## src/rtl/instruction_fetch_unit.sv

```systemverilog
// Program memory + PC sequencer feeding the decoder one {opcode, operand} per issue slot.
// Stops on end of program (done) or on an opcode of 12..15 (err); downstream stall holds the issue.
module instruction_fetch_unit #(
  parameter int ADDR_W = 4,
  parameter int DATA_W = 4
) (
  input  logic              clk,
  input  logic              rst,
  input  logic              prog_we,
  input  logic [ADDR_W-1:0] prog_addr,
  input  logic [3+DATA_W:0] prog_wdata,
  input  logic [ADDR_W:0]   prog_len,
  input  logic              start,
  input  logic              stall,
  output logic [3:0]        instruction,
  output logic [DATA_W-1:0] data_out,
  output logic              instr_valid,
  output logic [ADDR_W-1:0] pc,
  output logic              busy,
  output logic              done,
  output logic              err
);

  localparam int DEPTH  = 1 << ADDR_W;
  localparam int WORD_W = 4 + DATA_W;
  localparam logic [ADDR_W:0] LEN_MAX = {1'b1, {ADDR_W{1'b0}}};

  typedef enum logic [2:0] {
    S_IDLE,
    S_FETCH,
    S_ISSUE,
    S_DONE,
    S_ERR
  } state_t;

  state_t state, state_nxt;

  logic [WORD_W-1:0] mem [DEPTH];
  logic [WORD_W-1:0] rd_word;
  logic [ADDR_W:0]   len_q;
  logic [ADDR_W:0]   len_sat;
  logic [ADDR_W:0]   pc_inc;
  logic [3:0]        rd_op;
  logic              op_ok;
  logic              idle_like;
  logic              run_start;
  logic              issue_done;

  assign rd_op      = rd_word[WORD_W-1 -: 4];
  assign op_ok      = (rd_op < 4'd12);
  assign idle_like  = (state == S_IDLE) || (state == S_DONE) || (state == S_ERR);
  assign run_start  = idle_like && start;
  assign issue_done = (state == S_ISSUE) && op_ok && !stall;
  assign pc_inc     = {1'b0, pc} + 1'b1;
  assign len_sat    = (prog_len > LEN_MAX) ? LEN_MAX : prog_len;

  always_ff @(posedge clk) begin
    if (rst) state <= S_IDLE;
    else     state <= state_nxt;
  end

  always_comb begin
    state_nxt = state;
    case (state)
      S_IDLE, S_DONE, S_ERR: begin
        if (start) state_nxt = (prog_len == '0) ? S_DONE : S_FETCH;
      end
      S_FETCH: state_nxt = S_ISSUE;
      S_ISSUE: begin
        // An invalid opcode faults regardless of stall; a valid one waits for it.
        if (!op_ok)      state_nxt = S_ERR;
        else if (!stall) state_nxt = (pc_inc == len_q) ? S_DONE : S_FETCH;
      end
      default: state_nxt = S_IDLE;
    endcase
  end

  always_ff @(posedge clk) begin
    if (rst) begin
      pc    <= '0;
      len_q <= '0;
    end else if (run_start) begin
      pc    <= '0;
      len_q <= len_sat;
    end else if (issue_done && (pc != {ADDR_W{1'b1}})) begin
      pc <= pc + 1'b1;
    end
  end

  // Writes only land while idle, so they can never race the FETCH read.
  always_ff @(posedge clk) begin
    if (!rst && prog_we && !busy) mem[prog_addr] <= prog_wdata;
    if (state == S_FETCH) rd_word <= mem[pc];
  end

  assign busy        = (state == S_FETCH) || (state == S_ISSUE);
  assign done        = (state == S_DONE);
  assign err         = (state == S_ERR);
  assign instr_valid = (state == S_ISSUE) && op_ok;
  assign instruction = instr_valid ? rd_op : 4'hC;
  assign data_out    = instr_valid ? rd_word[DATA_W-1:0] : '0;

endmodule

```

## config.mk

```make
export PLATFORM = sky130hd
export DESIGN_NAME = instruction_fetch_unit
export DESIGN_NICKNAME = d
export VERILOG_FILES = /design/src/rtl/instruction_fetch_unit.sv
export SDC_FILE = /design/constraint.sdc
export NUM_CORES = 1
export LEC_CHECK = 0
export ABC_CLOCK_PERIOD_IN_PS = 6250
export CAP_MARGIN = 20
export CORE_MARGIN = 5
export CORE_UTILIZATION = 55
export CTS_CLUSTER_SIZE = 14
export DETAILED_ROUTE_END_ITERATION = 8
export PLACE_DENSITY = 0.75
export SYNTH_ARGS = -nofsm -noshare
export SYNTH_HDL_FRONTEND = slang
export SYNTH_SLANG_ARGS = --single-unit
```

## constraint.sdc

```tcl
create_clock -name clk -period 6.25 [get_ports clk]
set_input_delay 0.625 -clock clk [delete_from_list [all_inputs] [get_ports clk]]
set_output_delay 0.625 -clock clk [all_outputs]
set_load 0.005 [all_outputs]
```

==> metrics.txt, run 1 <==
# TYPE chip_impl_metric gauge
chip_impl_info{name="result_of_the_run",value="completed"} 1
chip_impl_info{name="slowest_stage",value="nor3b_2"} 1
chip_impl_metric{name="grt_remaining_overflow",unit=""} 0
chip_impl_info{name="timing.critical_path.max_delay_family",value="simple AND/OR/NAND/NOR gates"} 1
chip_impl_metric{name="floorplan.core_area",unit="um2"} 10790
chip_impl_metric{name="n_fill_cell",unit=""} 729
chip_impl_info{name="critical_path.cell_chain",value="nor3b_2, and2_1, clkdlybuf4s50_1"} 1
chip_impl_metric{name="final_cell_area",unit="um2"} 7082
chip_impl_metric{name="post_synth_inst_count",unit=""} 330
chip_impl_metric{name="min_delay_path_depth",unit=""} 1
chip_impl_info{name="hold_endpoint",value="len_q[0]"} 1
chip_impl_info{name="synthDominantAreaCellType",value="edfxtp_1"} 1
chip_impl_metric{name="netlist_area",unit="um2"} 6042
chip_impl_metric{name="critical_path_required",unit="ps"} 5620
chip_impl_metric{name="ff2ff_setup_slack",unit="ps"} 3630
chip_impl_info{name="critPathCaptureType",value="primary output"} 1
chip_impl_metric{name="synth_largest_type_area_fraction",unit=""} 0.6759
chip_impl_metric{name="routedWlPerCell",unit="um"} 22.18
chip_impl_info{name="min_path_type",value="register to register"} 1
chip_impl_info{name="ys_dominant_reg_cell",value="edfxtp_1"} 1
chip_impl_metric{name="routabilityCongestion",unit=""} 0.8253
chip_impl_metric{name="worst_clock_skew",unit="ps"} 5.338
chip_impl_metric{name="worst-slew-pin-transition",unit="ps"} 1024
chip_impl_metric{name="combPwrFrac",unit=""} 0.038
chip_impl_metric{name="hold_viol_final",unit=""} 0
chip_impl_metric{name="p_clk_frac",unit=""} 0.442
chip_impl_info{name="layout.cells.most_common",value="edfxtp_1"} 1
chip_impl_info{name="reg2reg_from",value="state[0]"} 1
chip_impl_metric{name="synth.net_count",unit=""} 353
chip_impl_metric{name="clock_net_sink_count",unit=""} 148
chip_impl_metric{name="area_delta_synth_final",unit="%"} 17.21
chip_impl_info{name="worst_r2r_endpoint",value="mem[0][6]"} 1
chip_impl_metric{name="syn_warnings",unit=""} 0
chip_impl_metric{name="cts_inserted_buffers",unit=""} 17
chip_impl_info{name="grt_setup_unrepaired",value="no"} 1
chip_impl_metric{name="final_period_minus_worst_setup_slack",unit="ps"} 2890
chip_impl_metric{name="cap_violations",unit=""} 0
chip_impl_info{name="clock_tree_from_tritoncts",value="done"} 1
chip_impl_metric{name="wire_length_of_the_first_global_routing_pass",unit="um"} 18070
chip_impl_metric{name="synth_enable_flop_cells",unit=""} 136
chip_impl_metric{name="routed_wl",unit="um"} 11730
chip_impl_metric{name="powerDensity",unit="nW/um2"} 299.0
chip_impl_metric{name="cts_htree_levels",unit=""} 4
chip_impl_metric{name="die_width",unit="um"} 114.8
chip_impl_metric{name="clock_insertion_delay_worst_skew",unit="ps"} 520
chip_impl_metric{name="slew-limit-headroom",unit=""} 0.3123
chip_impl_metric{name="cp_max_fo",unit=""} 12
chip_impl_metric{name="power.share.sequential",unit=""} 0.520
chip_impl_metric{name="power_switching",unit="uW"} 426.2
chip_impl_metric{name="total_of_hold_buffers_inserted_after_clock_tree_synthesis",unit=""} 0
chip_impl_metric{name="rows",unit=""} 38
chip_impl_metric{name="setup-tns-final",unit="ps"} 0
chip_impl_metric{name="sw_frac_of_total",unit=""} 0.2013
chip_impl_metric{name="grt_max_degree",unit=""} 35
chip_impl_metric{name="synth_seq_area_share",unit=""} 0.7157
chip_impl_metric{name="static-leakage-power",unit="uW"} 0.002265
chip_impl_metric{name="internal_power",unit="uW"} 1691
chip_impl_metric{name="n_antenna_cell",unit=""} 0
chip_impl_metric{name="setup_viol_count_final",unit=""} 0
chip_impl_metric{name="dpl-instance-area",unit="um2"} 6511
chip_impl_metric{name="irDropWorstVdd",unit="uV"} 242.8
chip_impl_metric{name="drt_drc_violations_left",unit=""} 0
chip_impl_metric{name="drtPass1Iterations",unit=""} 4
chip_impl_metric{name="synth.distinct_cells",unit=""} 45
chip_impl_metric{name="timing.fmax",unit="GHz"} 0.3461
chip_impl_info{name="criticalPathCategory",value="register to primary output"} 1
chip_impl_metric{name="post-cts-setup-buffers",unit=""} 0
chip_impl_metric{name="synth-seq-cells",unit=""} 148
chip_impl_metric{name="net_count_reported_at_finish",unit=""} 400
chip_impl_metric{name="ctsResizeCount",unit=""} 0
chip_impl_metric{name="initial_utilization",unit=""} 0.5598
chip_impl_metric{name="syn-mean-instance-area",unit="um2"} 18.31
chip_impl_info{name="top_post_synthesis_cells_by_area",value="edfxtp_1, mux4_1, mux4_2, dfxtp_1, nor2_1"} 1
chip_impl_metric{name="fp.dieArea",unit="um2"} 13180
chip_impl_metric{name="postRouteAntennaNets",unit=""} 0
chip_impl_metric{name="portBuffers",unit=""} 37
chip_impl_metric{name="critPathArrivalTime",unit="ps"} 2260
chip_impl_metric{name="grtUsageTotal",unit=""} 0.1912
chip_impl_metric{name="routed-via-count",unit=""} 3177
chip_impl_metric{name="floorplan.io_pins",unit=""} 38
chip_impl_metric{name="drt-vias-per-instance",unit=""} 6.006
chip_impl_metric{name="synth_async_sr_flop_share",unit=""} 0
chip_impl_metric{name="min_period_over_period",unit=""} 0.4623
chip_impl_metric{name="antenna_found_initial",unit=""} 0
chip_impl_metric{name="cts.path.max_buffers",unit=""} 2
chip_impl_metric{name="first_global_vias",unit=""} 3127
chip_impl_info{name="clock-root-buffer",value="clkbuf_8"} 1
chip_impl_metric{name="clk_transition_reported_paths",unit="ps"} 60
chip_impl_metric{name="r2r.worst_path.cells",unit=""} 4
chip_impl_metric{name="crit_buf_inv",unit=""} 1
chip_impl_metric{name="die_h",unit="um"} 114.8
chip_impl_metric{name="slowest_delay",unit="ps"} 540
chip_impl_metric{name="finalMaxSlewViolations",unit=""} 0
chip_impl_info{name="most-common-layout-cells",value="edfxtp_1, clkdlybuf4s50_1, nor2_1"} 1
chip_impl_metric{name="dp_hpwl",unit="um"} 7527
chip_impl_metric{name="drive_gt1_frac",unit=""} 0.1465
chip_impl_info{name="start_kind",value="register"} 1
chip_impl_metric{name="drt_iter0_markers",unit=""} 275
chip_impl_info{name="hold_start",value="len_q[0]"} 1
[worst register-to-register path, delay by kind of cell, from the launching register on]
family | cells | cell delay [ps]
and+or+nand+nor | 2 | 1220
xor gates and xnor gates | 1 | 450
DFF | 1 | 390
AOI/OAI and AO/OA | 1 | 180
[state kept, by name, summed over array words and instances, names as in the netlist]
register and count:
mem 128, rd_word 8, len_q 5, pc 4
state 3
[cell type report]
| class | instances | area, um2 | area share |
|---|---|---|---|
| clock buffers | 18 | 417.9 | 0.05901 |
| clock inverters | 13 | 135.1 | 0.01908 |
| inverters | 1 | 3.754 | 0.0005300 |
| multi-input cells | 166 | 1614 | 0.2279 |
| flip-flops and latches | 148 | 4325 | 0.6108 |
| well taps | 140 | 175.2 | 0.02473 |
| repair buffers | 43 | 410.4 | 0.05795 |
[kinds of logic after synthesis]
kind of cell               after synthesis  synth area share
buffers and inverters                   16           0.01719
AOI/OAI and AO/OA                       38           0.04432
adders and majority gates                1          0.002070
muxes                                   36            0.1352
and+or+nand+nor                         83           0.07393
xor gates and xnor gates                 8           0.01160
DFF                                    148            0.7157
[metrics by stage]
step	total power (uW)	utilization	setup WS, ps	hold WS [ps]	std cells
after floorplan	1155	-	3980	469.7	330
after global placement	1198	0.6033	2946	495.8	495
after detailed placement	1201	0.6033	2878	494.4	495
after CTS	2134	0.6545	3309	515.1	526
after global routing	2186	0.6562	3174	527.6	529
final	2118	0.6562	3360	517.9	529
[layer usage]
layer / global-route usage / part of all wire
met2: 0.2938 / 0.47
met5: 0 / 0
met3: 0.06421 / 0.078
met1: 0.2615 / 0.44
met4: 0.06338 / 0.014
[worst max path at each step]
stage                         from             end  slack, ps  cells past startpoint
after floorplan            prog_we       mem[4][0]       3980                      4
after global routing      state[1]  instruction[1]       3170                      3
final                     state[1]     instr_valid       3360                      3
after detailed placement       rst       mem[4][4]       2880                      5
after CTS                 state[1]     instr_valid       3310                      3
after global placement         rst       mem[4][4]       2950                      5
[synthesized netlist by cell type (2+ instances only)]
master	n
edfxtp_1	136
nor2_1	19
mux4_2	17
mux4_1	15
nand2_1	15
dfxtp_1	12
nor2b_1	10
a31oi_1	8
a211oi_1	7
and3_1	7
nand2b_1	7
nor3_1	7
a21oi_1	6
buf_2	6
xnor2_1	5
a22o_1	4
and2_1	4
mux2i_1	4
clkbuf_1	3
o21ai_0	3
or3b_1	3
xor2_1	3
a211oi_2	2
buf_6	2
nand3_1	2
o2111ai_1	2
o21ai_1	2
or3_1	2
[power groups by stage]
stage	Sequential (uW)	Clock (uW)	Combinational [uW]
after detailed placement	1120	0	79.9
after CTS	1100	953	80.6
after floorplan	1120	0	37.8
final	1100	937	80.4
after global placement	1120	0	78.2
after global routing	1100	998	87.2
No activity file was read; power rests on OpenSTA's default activity.
==> inputs of run 2 (changes only) <==
--- a/config.mk
+++ b/config.mk
@@ -5,7 +5,7 @@
 export SDC_FILE = /design/constraint.sdc
 export NUM_CORES = 1
 export LEC_CHECK = 0
-export ABC_CLOCK_PERIOD_IN_PS = 6250
+export ABC_CLOCK_PERIOD_IN_PS = 2940
 export CAP_MARGIN = 20
 export CORE_MARGIN = 5
 export CORE_UTILIZATION = 55
==> constraint.sdc (replaced) <==
create_clock -name clk -period 2.94 [get_ports clk]
set_input_delay 0.294 -clock clk [delete_from_list [all_inputs] [get_ports clk]]
set_output_delay 0.294 -clock clk [all_outputs]
set_load 0.005 [all_outputs]
==> run 2 against run 1 <==
Net effect:
- worst hold slack lost 140 ps
- register-to-register slack lost 3000 ps
- clock power increased by 110%
- utilization increased by 1.2 points
- first-iteration DRC count up 46%
- design area grew 1.9%
- power rose by 110%
- die area did not move
- global-route usage grew 1.3 points
- count of clock-buffer cells in the layout stayed put
- critical endpoint unchanged
- highest routed layer unchanged
==> metrics.txt, run 2 (synthesis gave the netlist of run 1 again) <==
# TYPE chip_impl_metric gauge
chip_impl_metric{name="grtUsageTotal",unit=""} 0.2041
chip_impl_metric{name="dp_hpwl",unit="um"} 7928
chip_impl_metric{name="rows",unit=""} 38
chip_impl_info{name="result_of_the_run",value="completed"} 1
chip_impl_metric{name="cts_htree_levels",unit=""} 4
chip_impl_metric{name="total_of_hold_buffers_inserted_after_clock_tree_synthesis",unit=""} 0
chip_impl_metric{name="initial_utilization",unit=""} 0.5598
chip_impl_metric{name="cts.path.max_buffers",unit=""} 2
chip_impl_metric{name="drtPass1Iterations",unit=""} 5
chip_impl_metric{name="final_period_minus_worst_setup_slack",unit="ps"} 2637
chip_impl_info{name="criticalPathCategory",value="register to primary output"} 1
chip_impl_metric{name="net_count_reported_at_finish",unit=""} 417
chip_impl_metric{name="finalPower",unit="uW"} 4509
chip_impl_info{name="grt_setup_unrepaired",value="no"} 1
chip_impl_metric{name="cts_inserted_buffers",unit=""} 17
chip_impl_metric{name="setup_viol_count_final",unit=""} 0
chip_impl_metric{name="slew-limit-headroom",unit=""} 0.3897
chip_impl_metric{name="critPathArrivalTime",unit="ps"} 2340
chip_impl_metric{name="routabilityCongestion",unit=""} 0.8102
chip_impl_metric{name="clock_net_sink_count",unit=""} 148
chip_impl_metric{name="post-cts-setup-buffers",unit=""} 0
chip_impl_metric{name="cp_max_fo",unit=""} 12
chip_impl_metric{name="setup-tns-final",unit="ps"} 0
chip_impl_metric{name="ff2ff_setup_slack",unit="ps"} 590
chip_impl_metric{name="worst-slew-pin-transition",unit="ps"} 914.3
chip_impl_info{name="layout.cells.most_common",value="edfxtp_1"} 1
chip_impl_metric{name="powerDensity",unit="nW/um2"} 624.9
chip_impl_info{name="largest-register",value="mem"} 1
chip_impl_info{name="most-common-layout-cells",value="edfxtp_1, clkdlybuf4s50_1, buf_4"} 1
chip_impl_info{name="hold_endpoint",value="len_q[2]"} 1
chip_impl_info{name="min_path_type",value="primary input to register"} 1
chip_impl_metric{name="first_global_vias",unit=""} 3351
chip_impl_metric{name="routed_wl",unit="um"} 12240
chip_impl_info{name="reg.largest.list",value="mem: 128 flops, rd_word: 8 flops, len_q: 5 flops"} 1
chip_impl_metric{name="portBuffers",unit=""} 37
chip_impl_metric{name="clock_insertion_delay_worst_skew",unit="ps"} 530
chip_impl_metric{name="largest_reg_flops",unit=""} 128
chip_impl_metric{name="finalMaxSlewViolations",unit=""} 0
chip_impl_metric{name="grt_max_degree",unit=""} 34
chip_impl_metric{name="r2r.worst_path.cells",unit=""} 5
chip_impl_metric{name="area_delta_synth_final",unit="%"} 19.42
chip_impl_metric{name="min_delay_path_depth",unit=""} 2
chip_impl_info{name="start_kind",value="register"} 1
chip_impl_info{name="clock-root-buffer",value="clkbuf_8"} 1
chip_impl_metric{name="irDropWorstVdd",unit="uV"} 587.4
chip_impl_metric{name="wire_length_of_the_first_global_routing_pass",unit="um"} 19090
chip_impl_metric{name="antenna_found_initial",unit=""} 0
chip_impl_metric{name="postRouteAntennaNets",unit=""} 0
chip_impl_metric{name="critical_path_required",unit="ps"} 2650
chip_impl_metric{name="drt-vias-per-instance",unit=""} 6.020
chip_impl_info{name="critPathCaptureType",value="primary output"} 1
chip_impl_info{name="hold_start",value="prog_len[2]"} 1
chip_impl_metric{name="n_antenna_cell",unit=""} 0
chip_impl_metric{name="drt_iter0_markers",unit=""} 402
chip_impl_metric{name="grt_remaining_overflow",unit=""} 0
chip_impl_metric{name="drive_gt1_frac",unit=""} 0.1794
chip_impl_metric{name="drt_drc_violations_left",unit=""} 0
chip_impl_info{name="worst_r2r_endpoint",value="rd_word[5]"} 1
chip_impl_metric{name="min_period_over_period",unit=""} 0.8970
chip_impl_metric{name="floorplan.io_pins",unit=""} 38
chip_impl_metric{name="die_width",unit="um"} 114.8
chip_impl_metric{name="cap_violations",unit=""} 0
chip_impl_metric{name="floorplan.core_area",unit="um2"} 10790
chip_impl_metric{name="hold_viol_final",unit=""} 0
chip_impl_metric{name="die_h",unit="um"} 114.8
chip_impl_info{name="reg2reg_from",value="pc[0]"} 1
chip_impl_metric{name="ctsResizeCount",unit=""} 0
chip_impl_metric{name="worst_clock_skew",unit="ps"} 8.053
chip_impl_metric{name="static-leakage-power",unit="uW"} 0.002364
chip_impl_metric{name="routedWlPerCell",unit="um"} 22.38
chip_impl_metric{name="timing.fmax",unit="GHz"} 0.3792
chip_impl_metric{name="clk_transition_reported_paths",unit="ps"} 60
chip_impl_metric{name="routed-via-count",unit=""} 3293
chip_impl_info{name="clock_tree_from_tritoncts",value="done"} 1
chip_impl_metric{name="fp.dieArea",unit="um2"} 13180
[run 2: critical path: stages (launching register included)]
cell and delay (ps):
dfxtp_1 460, nor3b_2 590, and2_1 250, clkdlybuf4s50_1 510
[run 2: area by class of cell]
type / instances / area, um2
fill: 725 / 3577
sequential: 148 / 4325
tap: 140 / 175.2
timing repair buffer: 60 / 543.0
clock inverter: 14 / 136.4
multi-input combinational: 166 / 1614
inverter: 1 / 3.754
clock buffer: 18 / 417.9
[run 2: worst max-delay path by stage]
stage | startpoint | to | slack (ps) | depth (start not counted)
final | state[1] | instr_valid | 300 | 3
after global routing | state[1] | instr_valid | 190 | 3
after CTS | state[1] | instr_valid | 310 | 3
after detailed placement | rst | mem[4][0] | 550 | 6
after global placement | rst | mem[4][1] | 590 | 6
after floorplan | state[0] | mem[4][0] | 770 | 5
[run 2: power breakdown]
part | internal (uW) | leakage [uW] | switching, uW
combinational | 80.4 | 0.000772 | 95.7
sequential | 2320 | 0.00132 | 16.0
clock | 1200 | 0.000267 | 796
total | 3600 | 0.00236 | 907
[run 2: stage by stage]
step	util	cell area [um2]	hold slack [ps]	instances	setup WS (ps)
after floorplan	-	6042	363.1	330	772.9
after global placement	0.6172	6661	493.1	515	592.4
after detailed placement	0.6172	6661	496.6	515	553.3
after CTS	0.6686	7216	357.6	547	311.9
after global routing	0.6686	7216	401.2	547	186.0
final	0.6686	7216	382.8	547	302.7
[run 2: metal layers]
layer  vias up  GRT usage  part of all wire
met2       173     0.3077              0.47
met4         0    0.07277             0.016
li1       1480          -                 -
met3        16    0.06053             0.085
met1      1624     0.2882              0.43
met5         -          0                 0
==> inputs of run 3 (changes only) <==
--- a/config.mk
+++ b/config.mk
@@ -8,10 +8,10 @@
 export ABC_CLOCK_PERIOD_IN_PS = 2940
 export CAP_MARGIN = 20
 export CORE_MARGIN = 5
-export CORE_UTILIZATION = 55
+export CORE_UTILIZATION = 59
 export CTS_CLUSTER_SIZE = 14
 export DETAILED_ROUTE_END_ITERATION = 8
-export PLACE_DENSITY = 0.75
+export PLACE_DENSITY = 0.79
 export SYNTH_ARGS = -nofsm -noshare
 export SYNTH_HDL_FRONTEND = slang
 export SYNTH_SLANG_ARGS = --single-unit
==> run 3 against run 2 <==
Net effect:
- clock power down 3%
- combinational power about the same
- cell count down 0.73%
- sequential cell count unchanged
- non-clock buffer count up 2
- worst hold slack better by 11 ps
- design area about the same
- via count up 0.24%
- register-to-register slack better by 100 ps
- sequential power about the same
==> metrics.txt, run 3 (synthesis gave the netlist of run 1 again) <==
# TYPE chip_impl_metric gauge
chip_impl_metric{name="static-leakage-power",unit="uW"} 0.002372
chip_impl_metric{name="final_util",unit=""} 0.7120
chip_impl_info{name="result_of_the_run",value="completed"} 1
chip_impl_metric{name="finalPower",unit="uW"} 4457
chip_impl_metric{name="ctsResizeCount",unit=""} 0
chip_impl_info{name="most-common-layout-cells",value="edfxtp_1, clkdlybuf4s50_1, buf_4"} 1
chip_impl_info{name="layout.cells.most_common",value="edfxtp_1"} 1
chip_impl_info{name="hold_start",value="prog_len[2]"} 1
chip_impl_metric{name="placed_cells",unit=""} 513
chip_impl_info{name="clock_tree_from_tritoncts",value="done"} 1
chip_impl_metric{name="total_area_of_multi_input_combinational_cells",unit="um2"} 1614
chip_impl_metric{name="power.share.sequential",unit=""} 0.525
chip_impl_metric{name="sw_frac_of_total",unit=""} 0.1957
chip_impl_metric{name="clk_transition_reported_paths",unit="ps"} 60
chip_impl_metric{name="total_of_hold_buffers_inserted_after_clock_tree_synthesis",unit=""} 0
chip_impl_metric{name="initial_utilization",unit=""} 0.5960
chip_impl_metric{name="portBuffers",unit=""} 37
chip_impl_info{name="critPathCaptureType",value="primary output"} 1
chip_impl_metric{name="floorplan.core_area",unit="um2"} 10140
chip_impl_metric{name="combPwrFrac",unit=""} 0.039
chip_impl_metric{name="post-cts-setup-buffers",unit=""} 0
chip_impl_metric{name="hold_viol_final",unit=""} 0
chip_impl_info{name="criticalPathCategory",value="register to primary output"} 1
chip_impl_metric{name="powerDensity",unit="nW/um2"} 617.4
chip_impl_metric{name="die_h",unit="um"} 111.2
chip_impl_metric{name="finalNonFillerCells",unit=""} 543
chip_impl_metric{name="cp_max_fo",unit=""} 12
chip_impl_metric{name="worst_clock_skew",unit="ps"} 9.558
chip_impl_metric{name="routed-via-count",unit=""} 3301
chip_impl_metric{name="seq_area",unit="um2"} 4325
chip_impl_metric{name="die_width",unit="um"} 111.2
chip_impl_metric{name="wire_length_of_the_first_global_routing_pass",unit="um"} 18980
chip_impl_metric{name="min_period_over_period",unit=""} 0.8873
chip_impl_metric{name="slew-limit-headroom",unit=""} 0.3476
chip_impl_metric{name="routed_wl",unit="um"} 12220
chip_impl_metric{name="cts.path.max_buffers",unit=""} 2
chip_impl_metric{name="n_fill_cell",unit=""} 595
chip_impl_metric{name="grt_max_degree",unit=""} 24
chip_impl_info{name="crit_start",value="state[1]"} 1
chip_impl_info{name="min_path_type",value="primary input to register"} 1
chip_impl_metric{name="dp_hpwl",unit="um"} 8034
chip_impl_metric{name="drtPass1Iterations",unit=""} 5
chip_impl_metric{name="n_antenna_cell",unit=""} 0
chip_impl_metric{name="area_delta_synth_final",unit="%"} 19.47
chip_impl_metric{name="drt_iter0_markers",unit=""} 348
chip_impl_metric{name="fp.dieArea",unit="um2"} 12360
chip_impl_metric{name="critical_path_required",unit="ps"} 2650
chip_impl_metric{name="grtUsageTotal",unit=""} 0.2089
chip_impl_info{name="grt_setup_unrepaired",value="no"} 1
chip_impl_metric{name="drt_drc_violations_left",unit=""} 0
chip_impl_metric{name="irDropWorstVdd",unit="uV"} 455.7
chip_impl_info{name="reg2reg_from",value="pc[2]"} 1
chip_impl_metric{name="p_clk_frac",unit=""} 0.436
chip_impl_metric{name="timing.fmax",unit="GHz"} 0.3834
chip_impl_metric{name="largest_reg_flops",unit=""} 128
chip_impl_metric{name="internal_power",unit="uW"} 3584
chip_impl_metric{name="cts_inserted_buffers",unit=""} 17
chip_impl_info{name="largest-register",value="mem"} 1
chip_impl_metric{name="setup-tns-final",unit="ps"} 0
chip_impl_metric{name="clock_net_sink_count",unit=""} 148
chip_impl_metric{name="drt-vias-per-instance",unit=""} 6.079
chip_impl_metric{name="routedWlPerCell",unit="um"} 22.50
chip_impl_metric{name="rows",unit=""} 37
chip_impl_metric{name="setup_viol_count_final",unit=""} 0
chip_impl_metric{name="worst-slew-pin-transition",unit="ps"} 977.3
chip_impl_metric{name="power_switching",unit="uW"} 872.4
chip_impl_info{name="start_kind",value="register"} 1
chip_impl_metric{name="final_period_minus_worst_setup_slack",unit="ps"} 2609
chip_impl_metric{name="postRouteAntennaNets",unit=""} 0
chip_impl_metric{name="cap_violations",unit=""} 0
chip_impl_metric{name="floorplan.io_pins",unit=""} 38
chip_impl_metric{name="finalMaxSlewViolations",unit=""} 0
chip_impl_info{name="reg.largest.list",value="mem: 128 flops, rd_word: 8 flops, len_q: 5 flops"} 1
chip_impl_metric{name="critPathArrivalTime",unit="ps"} 2310
chip_impl_metric{name="antenna_found_initial",unit=""} 0
chip_impl_metric{name="net_count_reported_at_finish",unit=""} 419
chip_impl_metric{name="final_cell_area",unit="um2"} 7218
chip_impl_metric{name="routabilityCongestion",unit=""} 0.8392
chip_impl_metric{name="grt_remaining_overflow",unit=""} 0
chip_impl_metric{name="first_global_vias",unit=""} 3292
chip_impl_metric{name="clock_insertion_delay_worst_skew",unit="ps"} 520
chip_impl_metric{name="dpl-instance-area",unit="um2"} 6684
chip_impl_info{name="clock-root-buffer",value="clkbuf_8"} 1
chip_impl_metric{name="drive_gt1_frac",unit=""} 0.1818
chip_impl_metric{name="cts_htree_levels",unit=""} 4
==> run 3: changes by cell type in the layout (fill, tap and decap cells not counted) <==
cell,previous run,this run
inv_6,1,0
buf_4,23,24
clkinv_4,3,1
clkinv_2,3,5
buf_12,0,1
clkinv_1,4,3
==> run 3: per-stage QoR <==
stage | setup slack, ps | hold WS (ps)
after floorplan | 772.9 | 363.1
after global placement | 615.4 | 497.4
after detailed placement | 585.6 | 501.1
after CTS | 329.1 | 371.4
after global routing | 158.8 | 397.7
final | 331.5 | 393.4
==> run 3: final cells by class <==
cell class / instances / area share
tap: 136 / 0.02357
timing repair buffer: 62 / 0.07904
clock buffer: 18 / 0.05790
clock inverter: 12 / 0.01612
inverter: 1 / 0.0005200
multi-input combinational: 166 / 0.2236
sequential: 148 / 0.5992
==> run 3: worst paths after layout <==
path | to | slack, ps | cells after the start
setup / recovery | instr_valid | 330 | 3
hold / removal | len_q[2] | 390 | 2
setup reg to reg | rd_word[4] | 690 | 4
hold reg to reg | len_q[1] | 530 | 1
==> run 3: routing by layer <==
metal  wire [um]  vias to the layer above  track usage
li1            -                     1481            -
met1        5172                     1660       0.2864
met2        5946                      141       0.3132
met3         825                       19      0.06441
met4         271                        0      0.08921
met5           0                        -            0
==> run 3: critical path, stage by stage, from the launching register on <==
cell and delay, ps:
dfxtp_1 450, nor3b_2 590, and2_1 250, clkdlybuf4s50_1 510
==> run 3: power groups by stage <==
stage               Combinational [uW]  Clock (uW)  Sequential (uW)
floorplan                         80.4           0             2380
global placement                   168           0             2380
detailed placement                 173           0             2380
CTS                                174        1990             2340
global route                       189        2090             2340
finish                             174        1940             2340
